--- src/rtl/sound_scheduler_pkg.sv ---
`default_nettype none
// ============================================================================
//  Module   : sound_scheduler_pkg
//  Purpose  : Shared types and constants for the sound scheduler.
//             Provides the mode enum, the scheduler state enum and the fixed
//             two-note table, indexed by requester and note.
//  Revision : 1.0 - initial release
// ============================================================================
package sound_scheduler_pkg;

    typedef enum logic {
        OFF = 1'b0,
        ON  = 1'b1
    } MODE_TYPES;

    typedef enum logic [2:0] {
        S_IDLE  = 3'd0,
        S_START = 3'd1,
        S_PLAY  = 3'd2,
        S_GAP   = 3'd3,
        S_DONE  = 3'd4
    } sched_state_e;

    // NOTE_ROM[owner][note]; the rightmost literal lands at [0][0].
    localparam logic [3:0][1:0][7:0] NOTE_ROM = {
        8'd25,  8'd255,   // owner 3
        8'd150, 8'd200,   // owner 2
        8'd120, 8'd100,   // owner 1
        8'd40,  8'd50     // owner 0
    };

    function automatic logic [7:0] note_freq(input logic [1:0] owner, input logic note);
        return NOTE_ROM[owner][note];
    endfunction

endpackage
`default_nettype wire

--- src/rtl/sound_scheduler_rr_arbiter.sv ---
`default_nettype none
// ============================================================================
//  Module   : rr_arbiter
//  Purpose  : Round-robin arbiter. Picks the first pending requester found
//             when scanning upward from (last_i + 1) mod NREQ.
//  Ports    : pending_i [NREQ]  sticky request flags
//             last_i    [IW]    index of the most recently served requester
//             grant_o   [NREQ]  one-hot winner, all-zero if nothing pending
//  Revision : 1.0 - initial release
// ============================================================================
module rr_arbiter #(
    parameter int NREQ = 4,
    parameter int IW   = 2
) (
    input  logic [NREQ-1:0] pending_i,
    input  logic [IW-1:0]   last_i,
    output logic [NREQ-1:0] grant_o
);

    always_comb begin
        logic          found;
        logic [IW-1:0] idx;
        grant_o = '0;
        found   = 1'b0;
        idx     = '0;
        for (int k = 1; k <= NREQ; k++) begin
            idx = IW'((int'(last_i) + k) % NREQ);
            if (!found && pending_i[idx]) begin
                grant_o[idx] = 1'b1;
                found        = 1'b1;
            end
        end
    end

endmodule
`default_nettype wire

--- src/rtl/sound_scheduler.sv ---
`default_nettype none
// ============================================================================
//  Module   : sound_scheduler
//  Purpose  : Shares one oscillator between NREQ requesters. Each served
//             requester gets a two-note sequence: note 0 for DUR cycles,
//             GAP silent cycles, note 1 for DUR cycles, then an ack.
//  Ports    : clk, nRst (async, active-low)
//             mode      OFF/ON global enable
//             req       per-requester one-cycle request strobes
//             freq      registered oscillator period code
//             playSound registered one-cycle oscillator (re)start strobe
//             grant     one-hot current owner, zero when idle
//             ack       one-cycle completion strobe for the owner
//             busy      high whenever not idle
//  Revision : 1.0 - initial release
// ============================================================================
module sound_scheduler
    import sound_scheduler_pkg::*;
#(
    parameter int          NREQ = 4,
    parameter logic [23:0] DUR  = 24'd10_000_000,
    parameter logic [15:0] GAP  = 16'd50_000
) (
    input  logic            clk,
    input  logic            nRst,
    input  MODE_TYPES       mode,
    input  logic [NREQ-1:0] req,
    output logic [7:0]      freq,
    output logic            playSound,
    output logic [NREQ-1:0] grant,
    output logic [NREQ-1:0] ack,
    output logic            busy
);

    localparam int          IW       = (NREQ > 1) ? $clog2(NREQ) : 1;
    localparam logic [23:0] DUR_LAST = DUR - 24'd1;
    localparam logic [15:0] GAP_LAST = GAP - 16'd1;

    sched_state_e    state_q,   state_d;
    logic [NREQ-1:0] pending_q, pending_d;
    logic            rearm_q,   rearm_d;    // owner re-requested while being served
    logic [IW-1:0]   owner_q,   owner_d;
    logic [IW-1:0]   last_q,    last_d;
    logic            note_q,    note_d;
    logic [23:0]     dur_q,     dur_d;
    logic [15:0]     gap_q,     gap_d;
    logic [7:0]      freq_q,    freq_d;
    logic            play_q,    play_d;

    logic [NREQ-1:0] w_arb_grant;
    logic [IW-1:0]   w_arb_idx;
    logic [NREQ-1:0] w_owner_onehot;

    rr_arbiter #(
        .NREQ (NREQ),
        .IW   (IW)
    ) u_arb (
        .pending_i (pending_q),
        .last_i    (last_q),
        .grant_o   (w_arb_grant)
    );

    always_comb begin
        w_arb_idx = '0;
        for (int i = 0; i < NREQ; i++) begin
            if (w_arb_grant[i]) w_arb_idx = IW'(i);
        end
    end

    assign w_owner_onehot = NREQ'(1) << owner_q;

    always_comb begin
        state_d   = state_q;
        pending_d = pending_q | req;
        rearm_d   = rearm_q;
        owner_d   = owner_q;
        last_d    = last_q;
        note_d    = note_q;
        dur_d     = dur_q;
        gap_d     = gap_q;
        freq_d    = freq_q;
        play_d    = 1'b0;

        case (state_q)
            S_IDLE: begin
                if (|pending_q) begin
                    owner_d = w_arb_idx;
                    note_d  = 1'b0;
                    rearm_d = 1'b0;
                    state_d = S_START;
                end
            end
            S_START: begin
                play_d  = 1'b1;
                freq_d  = note_freq(2'(owner_q), note_q);
                rearm_d = rearm_q | req[owner_q];
                dur_d   = '0;
                state_d = S_PLAY;
            end
            S_PLAY: begin
                rearm_d = rearm_q | req[owner_q];
                if (dur_q == DUR_LAST) begin
                    dur_d   = '0;
                    gap_d   = '0;
                    state_d = note_q ? S_DONE : S_GAP;
                end else begin
                    dur_d = dur_q + 24'd1;
                end
            end
            S_GAP: begin
                rearm_d = rearm_q | req[owner_q];
                if (gap_q == GAP_LAST) begin
                    gap_d   = '0;
                    note_d  = 1'b1;
                    state_d = S_START;
                end else begin
                    gap_d = gap_q + 16'd1;
                end
            end
            S_DONE: begin
                // A fresh request in this cycle (or one seen during service)
                // keeps the owner pending so the sequence replays later.
                pending_d[owner_q] = rearm_q | req[owner_q];
                last_d             = owner_q;
                state_d            = S_IDLE;
            end
            default: state_d = S_IDLE;
        endcase

        if (mode == OFF) begin
            state_d   = S_IDLE;
            pending_d = '0;
            rearm_d   = 1'b0;
            last_d    = last_q;
            note_d    = 1'b0;
            dur_d     = '0;
            gap_d     = '0;
            freq_d    = '0;
            play_d    = 1'b0;
        end
    end

    always_ff @(posedge clk or negedge nRst) begin
        if (!nRst) begin
            state_q   <= S_IDLE;
            pending_q <= '0;
            rearm_q   <= 1'b0;
            owner_q   <= '0;
            last_q    <= IW'(NREQ - 1);
            note_q    <= 1'b0;
            dur_q     <= '0;
            gap_q     <= '0;
            freq_q    <= '0;
            play_q    <= 1'b0;
        end else begin
            state_q   <= state_d;
            pending_q <= pending_d;
            rearm_q   <= rearm_d;
            owner_q   <= owner_d;
            last_q    <= last_d;
            note_q    <= note_d;
            dur_q     <= dur_d;
            gap_q     <= gap_d;
            freq_q    <= freq_d;
            play_q    <= play_d;
        end
    end

    assign busy      = (state_q != S_IDLE);
    assign grant     = busy ? w_owner_onehot : '0;
    assign ack       = ((state_q == S_DONE) && (mode == ON)) ? w_owner_onehot : '0;
    assign freq      = freq_q;
    assign playSound = play_q;

endmodule
`default_nettype wire

--- config.mk ---
export PLATFORM = sky130hd
export DESIGN_NAME = sound_scheduler
export DESIGN_NICKNAME = d
export VERILOG_FILES = /design/src/rtl/sound_scheduler_pkg.sv /design/src/rtl/sound_scheduler_rr_arbiter.sv /design/src/rtl/sound_scheduler.sv
export SDC_FILE = /design/constraint.sdc
export NUM_CORES = 1
export LEC_CHECK = 0
export CORE_UTILIZATION = 30
export DETAILED_ROUTE_END_ITERATION = 6
export DONT_BUFFER_PORTS = 1
export PLACE_DENSITY = 0.45
export SLEW_MARGIN = 20
export SYNTH_ARGS = -nofsm -noshare
export SYNTH_HDL_FRONTEND = slang
export SYNTH_SLANG_ARGS = --single-unit
--- constraint.sdc ---
create_clock -name clk -period 2.8 [get_ports clk]
set_input_delay 0.84 -clock clk [delete_from_list [all_inputs] [get_ports clk]]
set_output_delay 0.84 -clock clk [all_outputs]
set_load 0.01 [all_outputs]
==> results.md <==
- H-tree Lvls: 3
- Max stage delay cell, worst path: nor3_1
- CP Launch Point: state_q[0]
- Synth Register Bits: 62
- Die Width: between 100 and 150 µm
- Post-synth top area share: 0.4017
- Post-synthesis simple-gate area fraction: 0.2487
- Clock sinks: 62
- GPL Wtd Cong: around 0.83
- Pwr per Cell Area: a little over 600 nW/µm²
- CP Capture Type: output pin
- Slowest cell delay on critical path: between 600 and 700 ps
- Net Count, Synth: roughly 430
- Worst Path Buf+Inv: 1
- # rows: 40
- Crit Path Max Fanout: 11
- Final period util: 0.8908
- Die outline area: about 13000 µm²
- Final net count: between 400 and 500
- Normalized max-slew margin: 0.5366
- Reg2reg setup slack: between 300 and 400 ps
- CTS root buf: clkbuf_16
- Outcome: complete, no violations
- Gates resized, CTS repair: 0
- Setup Buffers After CTS: 0
- Initial antenna violation count: 0
- Leakage: ~1.8 nW
- Setup-failing EPs final: 0
- Setup crit start kind: register
- Tmin final: between 2000 and 2500 ps
- Critical path arrival: roughly 1700 ps
- Routed Antenna Nets: 0
- CTS Hold Bufs: 0
- Crit path depth: 2
- Maximum vdd drop: approximately 0.00029 V
- Wire per inst: 15.48 µm
- CTS Buffer Depth: 2
- Residual DRC: 0
- YS warnings: 0
- Tightest Hold Check Type: input port to async pin
- Top FF cell, synth: dfrtp_1
- Layout cells sized above 1: 0.1103
- Vias in the first global route: roughly 3000
- Synth Area in Adders: 0.04352
- FF-to-FF path depth: 7
- Cts bufs inserted: 9
- Cell-by-cell listing of the critical path: nor3_1 > inv_1
- Synth unique cells: 60
- Number of port buffers: 0
- Largest family of logic cells by synthesized area: simple AND/OR/NAND/NOR gates
- Global-route wire length before repair: around 16000 µm
- P&R area growth vs syn: 13.32%
- Sequential element share of the synthesized area: 0.4158
- Synth Instances: about 410
- First drt pass iteration count: 4
- Ranking of synthesized cells by area: dfrtp_1 40%, nand2_1 5.0%, a21oi_1 4.7%, ha_1 4.4%, o21ai_0 3.9%
- Worst skew pair latency: 330 ps
- Critical path class: register to output pin
- DRT iter0 DRCs: 150
- R2R Path Start: last_q[0]
- Area leader, netlist: dfrtp_1
- Post-synthesis async set-or-reset flop share: 1.000
- RSZ-0062 raised after global routing: false
- Clock skew: 6.238 ps
- GRT Total Usage: 0.1554
- EDFF count, synth: 0
- Max Clk Rate: approximately 400 MHz
- Worst-Margin Slew: a little under 700 ps
- CTS tree: built
- CP required: about 2000 ps
- Routed wire length: between 9000 and 10000 µm
- Hold Violations, Final: 0
- Clk slew on worst S/H paths: 60 ps
- Dpl cells: 569
- Die Ht: between 100 and 150 µm
- DR vias/cell: roughly 5.3
- Final non-filler cell total: 585
- Initial Utilization: 0.3099
- Mean Syn Cell Area: roughly 9.1 µm²
- MaxCap Viol Count: 0
- Slew Limit Fails: 0
- # IOs: 25
- GRT Residual Overflow: 0
- Core Region: between 10000 and 15000 µm²
- Largest net degree at the start of global routing: 63
- Ant. Diodes: 0
- Post-Synth XOR/XNOR Area: 0.009374
- TNS Setup: 0 ps
- Post-synthesis mux area share: 0.04587
- Post-synthesis cell area: around 3700 µm²
- Synth Area in Compound Gates: 0.1942
- Vias: 3073
- Worst path top cell family by delay: simple AND/OR/NAND/NOR gates
- Post-DP HPWL: 6387 µm
## through the flow
step	cell area [µm²]	hold WS, ps	power [mW]	setup WS, ps	utilization
3_3_place_gp	3934	478.5	1.520	424.8	0.3261
3_5_place_dp	3934	486.8	1.524	372.9	0.3261
2_1_floorplan	3737	455.5	1.388	282.1	-
6_report	4235	201.9	2.638	305.8	0.3511
5_1_grt	4235	182.9	2.785	80.10	0.3511
4_1_cts	4235	192.6	2.678	259.7	0.3511
## worst paths after layout
path,end
worst max-delay path,busy
worst min-delay path,dur_q[19]
worst max register to register,owner_q[0]
worst min register to register,dur_q[6]
max in group asynchronous,last_q[1]
min in group clk,dur_q[6]
## layer usage
layer / vias up / wire length (µm) / part of all wire / track usage
met5: - / 0 / 0 / 0
met4: 0 / 119 / 0.013 / 0.04737
met3: 10 / 294 / 0.032 / 0.03826
met2: 42 / 4218 / 0.47 / 0.2488
met1: 1511 / 4427 / 0.49 / 0.2069
li1: 1510 / - / - / -
## area by class of cell
cell class	count	area, µm²
Tap cell	168	210.2
Inverter	23	86.33
Clock inverter	5	58.81
Clock buffer	11	242.7
Timing Repair Buffer	7	52.55
Multi-Input combinational cell	309	2031
Sequential cell	62	1554
Fill cell	1258	7826
## state kept, by name, indices dropped and copies added (netlist names), 2 cells and up
register / flops
dur_q: 24
freq: 8
gap_q: 16
last_q: 2
owner_q: 2
pending_q: 4
state_q: 3
## layout by cell type, fill, tap and decap left out, types with 3 or more instances in the layout
cell       netlist  layout
buf_4            3       7
nand4_1          9       9
ha_1            13      13
inv_1           23      23
nor3_1           8       8
o21ai_0         29      29
nand2b_1         3       3
and4_1           3       3
nor4_1           5       5
mux4_2           4       4
dfrtp_1         60      60
a22oi_1          4       4
or3_1            6       6
clkbuf_16        0       9
or4_1            3       3
nand3_1         17      17
or3b_1           3       3
a21oi_2          3       3
mux2i_1          7       7
a211oi_1         4       4
nand2_1         50      50
a22o_1           7       7
a21oi_1         35      35
nor2b_1         10      10
and2_1           4       4
nor2_1          19      19
a31oi_1         15      14
and3_1           7       7
## synth_stat cells (3+ instances only)
library cell and number:
a211oi_1 4, a21oi_1 35, a21oi_2 3, a22o_1 7, a22oi_1 4, a31oi_1 15
and2_1 4, and3_1 7, and4_1 3, buf_2 4, buf_4 3, clkbuf_1 8
dfrtp_1 60, ha_1 13, inv_1 23, mux2i_1 7, mux4_2 4, nand2_1 50
nand2b_1 3, nand3_1 17, nand4_1 9, nor2_1 19, nor2b_1 10, nor3_1 8
nor4_1 5, o21ai_0 29, or3_1 6, or3b_1 3, or4_1 3
## report_power, final
part,switching (mW),internal [mW]
sequential,0.110,0.955
combinational,0.262,0.176
clock,0.421,0.713
total,0.793,1.84
## worst reg2reg max path, stage by stage (launching register included)
cell and delay (ps):
dfstp_2 630, inv_1 150, ha_1 350, mux4_2 520, or3b_1 180, a21oi_1 70, a221o_1 270, o2bb2ai_1 120
## cells by family after synthesis
kind of cell	Yosys count
XOR/XNOR	4
AO/OA/AOI/OAI	117
multiplexers	12
buffers and inverters	38
adder cells (fa/ha/maj)	13
flip-flops	62
AND/OR/NAND/NOR	163
No activity file was read; power rests on OpenSTA's default activity.
